--- config.mk ---
export PLATFORM = sky130hd
export DESIGN_NAME = level_peak_hold
export DESIGN_NICKNAME = d
export VERILOG_FILES = /design/src/rtl/level_peak_hold.sv
export SDC_FILE = /design/constraint.sdc
export NUM_CORES = 1
export LEC_CHECK = 0
export BUFFER_PORTS_ARGS = -buffer_cell sky130_fd_sc_hd__buf_2
export CAP_MARGIN = 0
export CORE_MARGIN = 2
export CORE_UTILIZATION = 45
export DETAILED_ROUTE_END_ITERATION = 8
export PLACE_DENSITY = 0.66
export SLEW_MARGIN = 20
export SYNTH_ARGS = -nofsm -noshare
export SYNTH_HDL_FRONTEND = slang
export SYNTH_SLANG_ARGS = --single-unit
export TNS_END_PERCENT = 50
--- constraint.sdc ---
create_clock -name clk -period 4.1 [get_ports clk]
set_input_delay 0 -clock clk [delete_from_list [all_inputs] [get_ports clk]]
set_output_delay 0 -clock clk [all_outputs]
set_load 0.03 [all_outputs]
--- src/rtl/level_peak_hold.sv ---
// -----------------------------------------------------------------------------
// level_peak_hold
//
// Takes one (min, max) pair per audio section and works out the section
// amplitude. It converts that amplitude to a log2 bar level (one step per
// 6 dB) and applies peak-hold with stepped decay. It sends (level, peak_level)
// to the display driver.
//
// Processing sequence for each frame:
//   IDLE -> ABS -> SCAN (1..width cycles) -> HOLD -> OUT -> IDLE
//   Latency from the input handshake edge to o_valid = 3 + (width-1-level).
//   The block accepts no new pair while a frame is in flight.
//
// Parameters
//   width        sample width; inputs are two's-complement signed
//   HOLD_FRAMES  frames the peak is held before decay starts (>=1)
//   DECAY_FRAMES frames per one-step peak decrement once hold expires (>=1)
//
// Ports
//   clk           clock
//   reset         asynchronous, active-high reset
//   i_valid       min/max pair valid
//   i_ready       pair can be accepted (high only in IDLE)
//   i_min_value   section minimum (signed)
//   i_max_value   section maximum (signed)
//   o_valid       result valid; held until o_ready
//   o_ready       downstream accepts result
//   o_level       current bar level, 0..width-1
//   o_peak_level  held/decaying peak level, 0..width-1
//   o_clip        full-scale flag; present only when the build defines
//                 LEVEL_METER_CLIP_FLAG_EN
// -----------------------------------------------------------------------------
module level_peak_hold #(
  parameter int width        = 16,
  parameter int HOLD_FRAMES  = 32,
  parameter int DECAY_FRAMES = 4,
  localparam int LW = $clog2(width),
  localparam int HW = $clog2(HOLD_FRAMES + 1),
  localparam int DW = $clog2(DECAY_FRAMES + 1)
) (
  input  logic             clk,
  input  logic             reset,
  input  logic             i_valid,
  output logic             i_ready,
  input  logic [width-1:0] i_min_value,
  input  logic [width-1:0] i_max_value,
  output logic             o_valid,
  input  logic             o_ready,
  output logic [LW-1:0]    o_level,
  output logic [LW-1:0]    o_peak_level
`ifdef LEVEL_METER_CLIP_FLAG_EN
  ,
  output logic             o_clip
`endif
);

  typedef enum logic [2:0] {
    S_IDLE,
    S_ABS,
    S_SCAN,
    S_HOLD,
    S_OUT
  } state_t;

  localparam logic [width-1:0] MOST_NEG = {1'b1, {(width-1){1'b0}}};
  localparam logic [width-1:0] MOST_POS = {1'b0, {(width-1){1'b1}}};

  state_t state, state_next;

  logic [width-1:0] min_r, max_r;
  logic [width-2:0] amp;
  logic [LW-1:0]    lvl;
  logic [LW-1:0]    peak, peak_next;
  logic [HW-1:0]    hold_cnt, hold_next;
  logic [DW-1:0]    decay_cnt, decay_next;
  logic [width-2:0] abs_max, abs_min;
  logic             scan_done;

  // The magnitude of the most negative code does not fit in width-1 bits.
  // Clamp it to full scale so that it reads as the loudest level.
  function automatic logic [width-2:0] abs_sat(input logic [width-1:0] v);
    logic [width-1:0] neg;
    neg = -v;
    if (!v[width-1])    return v[width-2:0];
    if (v == MOST_NEG)  return '1;
    return neg[width-2:0];
  endfunction

  assign abs_max   = abs_sat(max_r);
  assign abs_min   = abs_sat(min_r);
  assign scan_done = amp[width-2] || (lvl == '0);
  assign i_ready   = (state == S_IDLE);

  // ---------------------------------------------------------------------------
  // FSM
  // ---------------------------------------------------------------------------
  always_ff @(posedge clk or posedge reset) begin
    if (reset) state <= S_IDLE;
    else       state <= state_next;
  end

  // NOTE: every combinational output gets a default before the case, so no
  // path leaves a signal unassigned and no latch is inferred.
  always_comb begin
    state_next = state;
    unique case (state)
      S_IDLE: if (i_valid)   state_next = S_ABS;
      S_ABS:                 state_next = S_SCAN;
      S_SCAN: if (scan_done) state_next = S_HOLD;
      S_HOLD:                state_next = S_OUT;
      S_OUT:  if (o_ready)   state_next = S_IDLE;
      default:               state_next = S_IDLE;
    endcase
  end

  // ---------------------------------------------------------------------------
  // Peak-hold update. A new level at or above the peak re-arms the hold.
  // Otherwise the hold counts down first, and after that the peak drops by one
  // step every DECAY_FRAMES frames. On that branch peak > lvl, so the peak
  // can never fall below the current level.
  // ---------------------------------------------------------------------------
  always_comb begin
    peak_next  = peak;
    hold_next  = hold_cnt;
    decay_next = decay_cnt;
    if (lvl >= peak) begin
      peak_next  = lvl;
      hold_next  = HW'(HOLD_FRAMES);
      decay_next = DW'(DECAY_FRAMES);
    end else if (hold_cnt != '0) begin
      hold_next  = hold_cnt - HW'(1);
    end else if (decay_cnt == DW'(1)) begin
      peak_next  = peak - LW'(1);
      decay_next = DW'(DECAY_FRAMES);
    end else begin
      decay_next = decay_cnt - DW'(1);
    end
  end

  // ---------------------------------------------------------------------------
  // Datapath
  // ---------------------------------------------------------------------------
  // NOTE: state registers are updated with non-blocking assignments. All of
  // them then sample pre-edge values, whatever order the statements are in.
  always_ff @(posedge clk or posedge reset) begin
    if (reset) begin
      min_r        <= '0;
      max_r        <= '0;
      amp          <= '0;
      lvl          <= '0;
      peak         <= '0;
      hold_cnt     <= '0;
      decay_cnt    <= DW'(DECAY_FRAMES);
      o_valid      <= 1'b0;
      o_level      <= '0;
      o_peak_level <= '0;
    end else begin
      unique case (state)
        S_IDLE: begin
          if (i_valid) begin
            min_r <= i_min_value;
            max_r <= i_max_value;
          end
        end
        S_ABS: begin
          amp <= (abs_max > abs_min) ? abs_max : abs_min;
          lvl <= LW'(width - 1);
        end
        S_SCAN: begin
          // Normalise amp until its top bit is set. The number of shifts
          // taken gives the log2 level.
          if (!scan_done) begin
            amp <= amp << 1;
            lvl <= lvl - LW'(1);
          end
        end
        S_HOLD: begin
          peak         <= peak_next;
          hold_cnt     <= hold_next;
          decay_cnt    <= decay_next;
          o_level      <= lvl;
          o_peak_level <= peak_next;
          o_valid      <= 1'b1;
        end
        S_OUT: begin
          if (o_ready) o_valid <= 1'b0;
        end
        default: ;
      endcase
    end
  end

`ifdef LEVEL_METER_CLIP_FLAG_EN
  // The clip flag is captured from the registered pair and published together
  // with the frame result.
  logic clip_r;

  always_ff @(posedge clk or posedge reset) begin
    if (reset) begin
      clip_r <= 1'b0;
      o_clip <= 1'b0;
    end else begin
      if (state == S_ABS)  clip_r <= (max_r == MOST_POS) || (min_r == MOST_NEG);
      if (state == S_HOLD) o_clip <= clip_r;
    end
  end
`endif

endmodule

Word level (Yosys, flattened, before mapping)
Index checks and enable logic that the tools add are counted.
- equality and inequality tests: 12
- magnitude comparators: 2
- mux-type cells: 31
- add/sub/neg operators: 6
- reduce and logical (&&, ||, !) cells: 15
- operators by type and width (cell ; count):
    15-bit two-way mux ; 10
    16-bit equality test (second input constant) ; 2
    15-bit negator ; 2
    15-bit one-hot mux with 2 select lines ; 1
    3-bit two-way mux ; 6
    4-bit two-way mux ; 4
    15-bit greater-than comparator ; 1
    3-bit one-hot mux with 5 select lines ; 1
    6-bit two-way mux ; 2
    2-bit != test (second input constant) ; 5
    2-bit AND reduction ; 5
    4-bit one-hot mux with 2 select lines ; 1
    2-bit nonzero test ; 4
    4-bit by 1-bit subtractor with 4-bit output (second input constant) ; 2
    3-bit by 1-bit equality test with 1-bit output (second input constant) ; 2
    3-bit by 2-bit equality test with 1-bit output (second input constant) ; 2
    3-bit AND reduction ; 2
    6-bit nonzero test ; 1
    6-bit by 1-bit subtractor with 6-bit output (second input constant) ; 1
    1-bit two-way mux ; 5
    4-bit >= comparator ; 1
    4-bit zero test ; 1
    3-bit equality test (second input constant) ; 1
    3-bit zero test ; 1
    3 further kinds ; 3
- output and inout bits: 10
- word-level logic and storage cells: 76
- register bits: 72
- input port bits: 36

Longest topological paths before layout
- word-level depth: 8
- gate-level depth with buffers: 18
- mapped depth without buffers: 15

Worst setup path before layout
OpenSTA, ideal clock, no wires.
- path kind: reg-to-reg
- from: register min_r[1]
- to: register amp[2]
- period minus slack after synthesis: 4.223 ns
- library setup time: 0.129 ns
- cell stages (with the launch flop): 18
- required time: 3.971 ns
- buffers on the path: 2
- arrival time: 4.094 ns
- path slack: -0.123 ns
- path through: dfrtp_1 inv_1 ha_1 or4b_4 or2_2 nor4_1 nor2_1 ha_1 a21o_1 a21o_1 a21o_1 a211o_1 nand4_1 a31oi_2 buf_6 buf_6 a221oi_1 a21oi_1
- longest elaborated chain between the ends: 8
- elaborated cells between the ends (all ways): 11
- classes of those cells: 1 x add/sub; 1 x order compare; 1 x eq/ne; 8 x mux
- ends and longest elaborated chain (what ; RTL line ; text):
    start: declaration ; 70 ; logic [width-1:0] min_r, max_r;
    start signal: assignment ; 161 ; min_r <= i_min_value;
    branches (longest 4 deep; another with 15-bit negator) ; -- ;
    15-bit two-way mux (*) ; 85 ; if (v == MOST_NEG) return '1;
    15-bit greater-than comparator ; 166 ; amp <= (abs_max > abs_min) ? abs_max : abs_min;
    15-bit two-way mux (*) ; 166 ;
    15-bit one-hot mux with 2 select lines (*) ; 158 ; unique case (state)
    end signal: assignment ; 166 ;
    end signal: assignment ; 173 ; amp <= amp << 1;
    end: declaration ; 71 ; logic [width-2:0] amp;
Every way passes the cells marked *. The select of a mux whose other input is x is not followed.
A chain may end at the register's enable or synchronous reset.

Worst setup path after layout
- from: register min_r[0]
- to: register amp[0]
The elaborated chain is that of the path after synthesis.

==> flow_summary.yaml <==
logic_synthesis:
  synthArstFlopShare: 1.00
  syn-instance-count: 492
  ys_warn_count: 0
  syn_area_per_cell_um2: 9.23
  ys_ff_latch: 72
  syn_area_um2: 4540
  synth_edf_count: 0
  synth_cell_types: 62
  ys_seq_area_frac: 0.397
  syn-num-nets: 553
  synth_flop_cell: "dfrtp_1"
power:
  leakagePower_uw: 0.00244
  p_comb_frac: 0.636
  powerDensity_nw_per_um2: 945
  power.switching_uw: 2400
  p_int_uw: 2800
  swShare: 0.461
  seqPwrFrac: 0.271
  clockPowerShare: 0.092
  peakVddDrop_v: 0.000382
drt:
  wl_per_cell_um: 14.7
  detail_route.vias_per_cell: 5.59
  vias: 3978
  ant_nets: 0
  drc: 0
  drt_iter0_drc: 212
  first_pass_iters: 5
  wirelength_um: 10400
global_route:
  grt_usage: 0.192
  grt_max_degree: 48
  grt-ovfl-total: 0
  grt_antenna_before_repair: 0
  grt_pass1_wl_um: 17200
  grt_pass1_vias: 3641
min_path:
  min_path_type: "input pin to async pin"
placed_design:
  gp_routability_congestion: 0.871
  place_worst_setup_slack_ns: 0.0664
  place.detailed.hpwl_um: 7310
  io_buffers: 45
  place_area_um2: 4920
cts:
  htreeDepth: 3
  clk_latency_ns: 0.34
  cts_made_buffers: 9
  ctsLongestPathBuffers: 2
  clkTransAtPathRegs_ns: 0.07
  cts_tree: "yes"
  cts_sinks: 72
  clock-root-buffer: "clkbuf_8"
worst_setup_path:
  rrSetupSlack_ns: 0.14
  r2r-end: "amp[0]$_DFFE_PP0P_"
  crit_path_start_kind: "register"
  arrival_ns: 4.22
  r2r_start: "min_r[0]$_DFFE_PP0P_"
  crit_start: "min_r[0]$_DFFE_PP0P_"
  cp-endpoint: "amp[0]$_DFFE_PP0P_"
  required_ns: 4.36
  critPathCaptureType: "register"
  cp_max_fo: 9
  ff2ff_path_depth: 16
  crit_type: "register to register"
timing:
  hold_viol_final: 0
  hold_slack_ns: 0.240
  period_needed_ns: 3.96
  finalSetupViolations: 0
  min_period_over_period: 0.965
  fmax_mhz: 253
  tightestPinTransition_ns: 0.968
  slew_violations: 0
  slew_headroom: 0.355
  setup_slack_ns: 0.142
  finClkSkew_ns: 0.00654
cells_and_area:
  layout-drive-gt1-share: 0.208
  syn_to_final_growth_pct: 21.2
  final_cell_area_um2: 5500
  num-nets-final: 636
  fill_cells: 895
  n_antenna_cell: 0
floorplanning:
  row_count: 36
  coreArea_um2: 9770
  start_util: 0.465
  die_y_um: 104
  dieArea_um2: 10900
  io_pins: 46
  die_w_um: 104
job:
  drv_cap: 0
status:
  status: "finished, final reports clean"
==> cell families after synthesis <==
kind of cell,share of synthesized area
compound gates,0.174
xor+xnor,0.0309
fa+ha+maj,0.0689
buf+inv,0.0411
flops,0.397
mux,0.0807
simple gates,0.207
==> power groups by stage <==
| stage | logic [uW] | clock network [uW] | registers, uW |
|---|---|---|---|
| final | 3310 | 480 | 1410 |
| after global routing | 3660 | 526 | 1460 |
| after CTS | 3090 | 499 | 1400 |
| after detailed placement | 3050 | 0 | 1410 |
| after global placement | 2990 | 0 | 1400 |
| after floorplan | 2410 | 0 | 1410 |
==> stage by stage <==
stage	power (uW)	TNS, ns	utilization	std cells
2_1_floorplan	3820	0	-	492
3_3_place_gp	4390	0	0.503	658
3_5_place_dp	4460	0	0.503	658
4_1_cts	4990	0	0.555	707
5_1_grt	5650	-0.0205	0.563	711
6_report	5200	0	0.563	711
==> placed cells by master, fill, tap and decap left out, types with 5 or more instances in the layout <==
cell type | netlist | final
buf_4 | 1 | 13
o31ai_1 | 8 | 8
clkbuf_8 | 0 | 10
nor4_1 | 7 | 6
nand2_1 | 49 | 49
dlygate4sd3_1 | 0 | 35
inv_1 | 19 | 17
nor3_1 | 13 | 13
nor2_1 | 41 | 41
nand4_1 | 5 | 5
ha_1 | 25 | 25
and3_1 | 8 | 8
a21oi_1 | 31 | 31
xnor2_1 | 11 | 11
mux2_2 | 28 | 28
or3_1 | 11 | 10
nand3_1 | 15 | 15
a211oi_1 | 5 | 5
o21ai_0 | 30 | 29
dfrtp_1 | 71 | 71
or4_1 | 5 | 5
buf_2 | 2 | 45
xor2_1 | 5 | 5
a21o_1 | 12 | 12
a31oi_1 | 11 | 11
==> critical path, stage by stage, from the launching register on <==
cell and delay [ns]:
dfrtp_1 0.40, inv_1 0.10, ha_1 0.17, or4b_4 0.47, or2_4 0.29, nor4_4 0.27
buf_4 0.17, nor2_1 0.05, ha_1 0.30, nand4_1 0.14, nor4_1 0.32, a211o_1 0.17
nand4_1 0.14, a31oi_4 0.28, buf_12 0.15, mux2_1 0.33, o22ai_1 0.13
==> timing repair <==
item | CTS | global route
hold buffers | 35 | 0
endpoints found under the hold margin | 60 | 0
setup endpoints to repair | 0 | 15
gates resized for setup | 0 | 7
buffers inserted | 0 | 3
==> Yosys cell counts (3+ instances only) <==
| master | count | area, um2 |
|---|---|---|
| nand3_1 | 15 | 75.1 |
| xor2_1 | 5 | 43.8 |
| clkbuf_1 | 16 | 60.1 |
| or2_2 | 4 | 25.0 |
| a21o_1 | 12 | 90.1 |
| inv_1 | 19 | 71.3 |
| a21oi_1 | 31 | 155 |
| nand4_1 | 5 | 31.3 |
| mux2i_1 | 4 | 40.0 |
| nor3_1 | 13 | 65.1 |
| o21ai_0 | 30 | 150 |
| dfrtp_1 | 71 | 1780 |
| xnor2_1 | 11 | 96.3 |
| nor4_1 | 7 | 43.8 |
| a211oi_1 | 5 | 37.5 |
| o31ai_1 | 8 | 60.1 |
| o41ai_1 | 3 | 26.3 |
| and3_1 | 8 | 50.1 |
| a31oi_1 | 11 | 68.8 |
| nand2b_1 | 4 | 25.0 |
| nand2_1 | 49 | 184 |
| mux2_2 | 28 | 315 |
| nor2_1 | 41 | 154 |
| ha_1 | 25 | 313 |
| or4_1 | 5 | 37.5 |
| or3_1 | 11 | 68.8 |
| o211ai_1 | 3 | 22.5 |
| buf_6 | 3 | 33.8 |
==> state kept, by name, summed over array words and instances, names as in the netlist, 3 cells and up <==
register	flops
max_r	16
lvl	4
amp	15
decay_cnt	3
peak	4
state	3
hold_cnt	6
min_r	16
o_level	4
==> worst min-delay path by stage <==
stage / startpoint / endpoint / slack (ns) / cells after the start
floorplan: i_max_value[0] / max_r[0]$_DFFE_PP0P_ / 0.12 / 2
global placement: reset / max_r[12]$_DFFE_PP0P_ / 0.06 / 2
detailed placement: reset / max_r[12]$_DFFE_PP0P_ / 0.07 / 2
CTS: reset / max_r[9]$_DFFE_PP0P_ / 0.25 / 3
global route: reset / max_r[8]$_DFFE_PP0P_ / 0.31 / 3
finish: reset / max_r[12]$_DFFE_PP0P_ / 0.24 / 3
==> final cells by class <==
cell class | instances | area, um2 | share of cell area
Clock buffer | 13 | 149 | 0.0271
Clock inverter | 1 | 5.00 | 0.000910
Inverter | 19 | 71.3 | 0.0130
Multi-Input combinational cell | 378 | 2590 | 0.471
Sequential cell | 72 | 1800 | 0.328
Tap cell | 133 | 166 | 0.0302
Timing Repair Buffer | 95 | 718 | 0.131
==> routing by layer <==
layer / global-route usage / vias to the layer above / share of wire
li1: - / 1967 / -
met1: 0.249 / 1923 / 0.46
met2: 0.330 / 76 / 0.49
met3: 0.0263 / 12 / 0.031
met4: 0.0656 / 0 / 0.017
met5: 0 / - / 0
(Power assumes the default switching activity.)
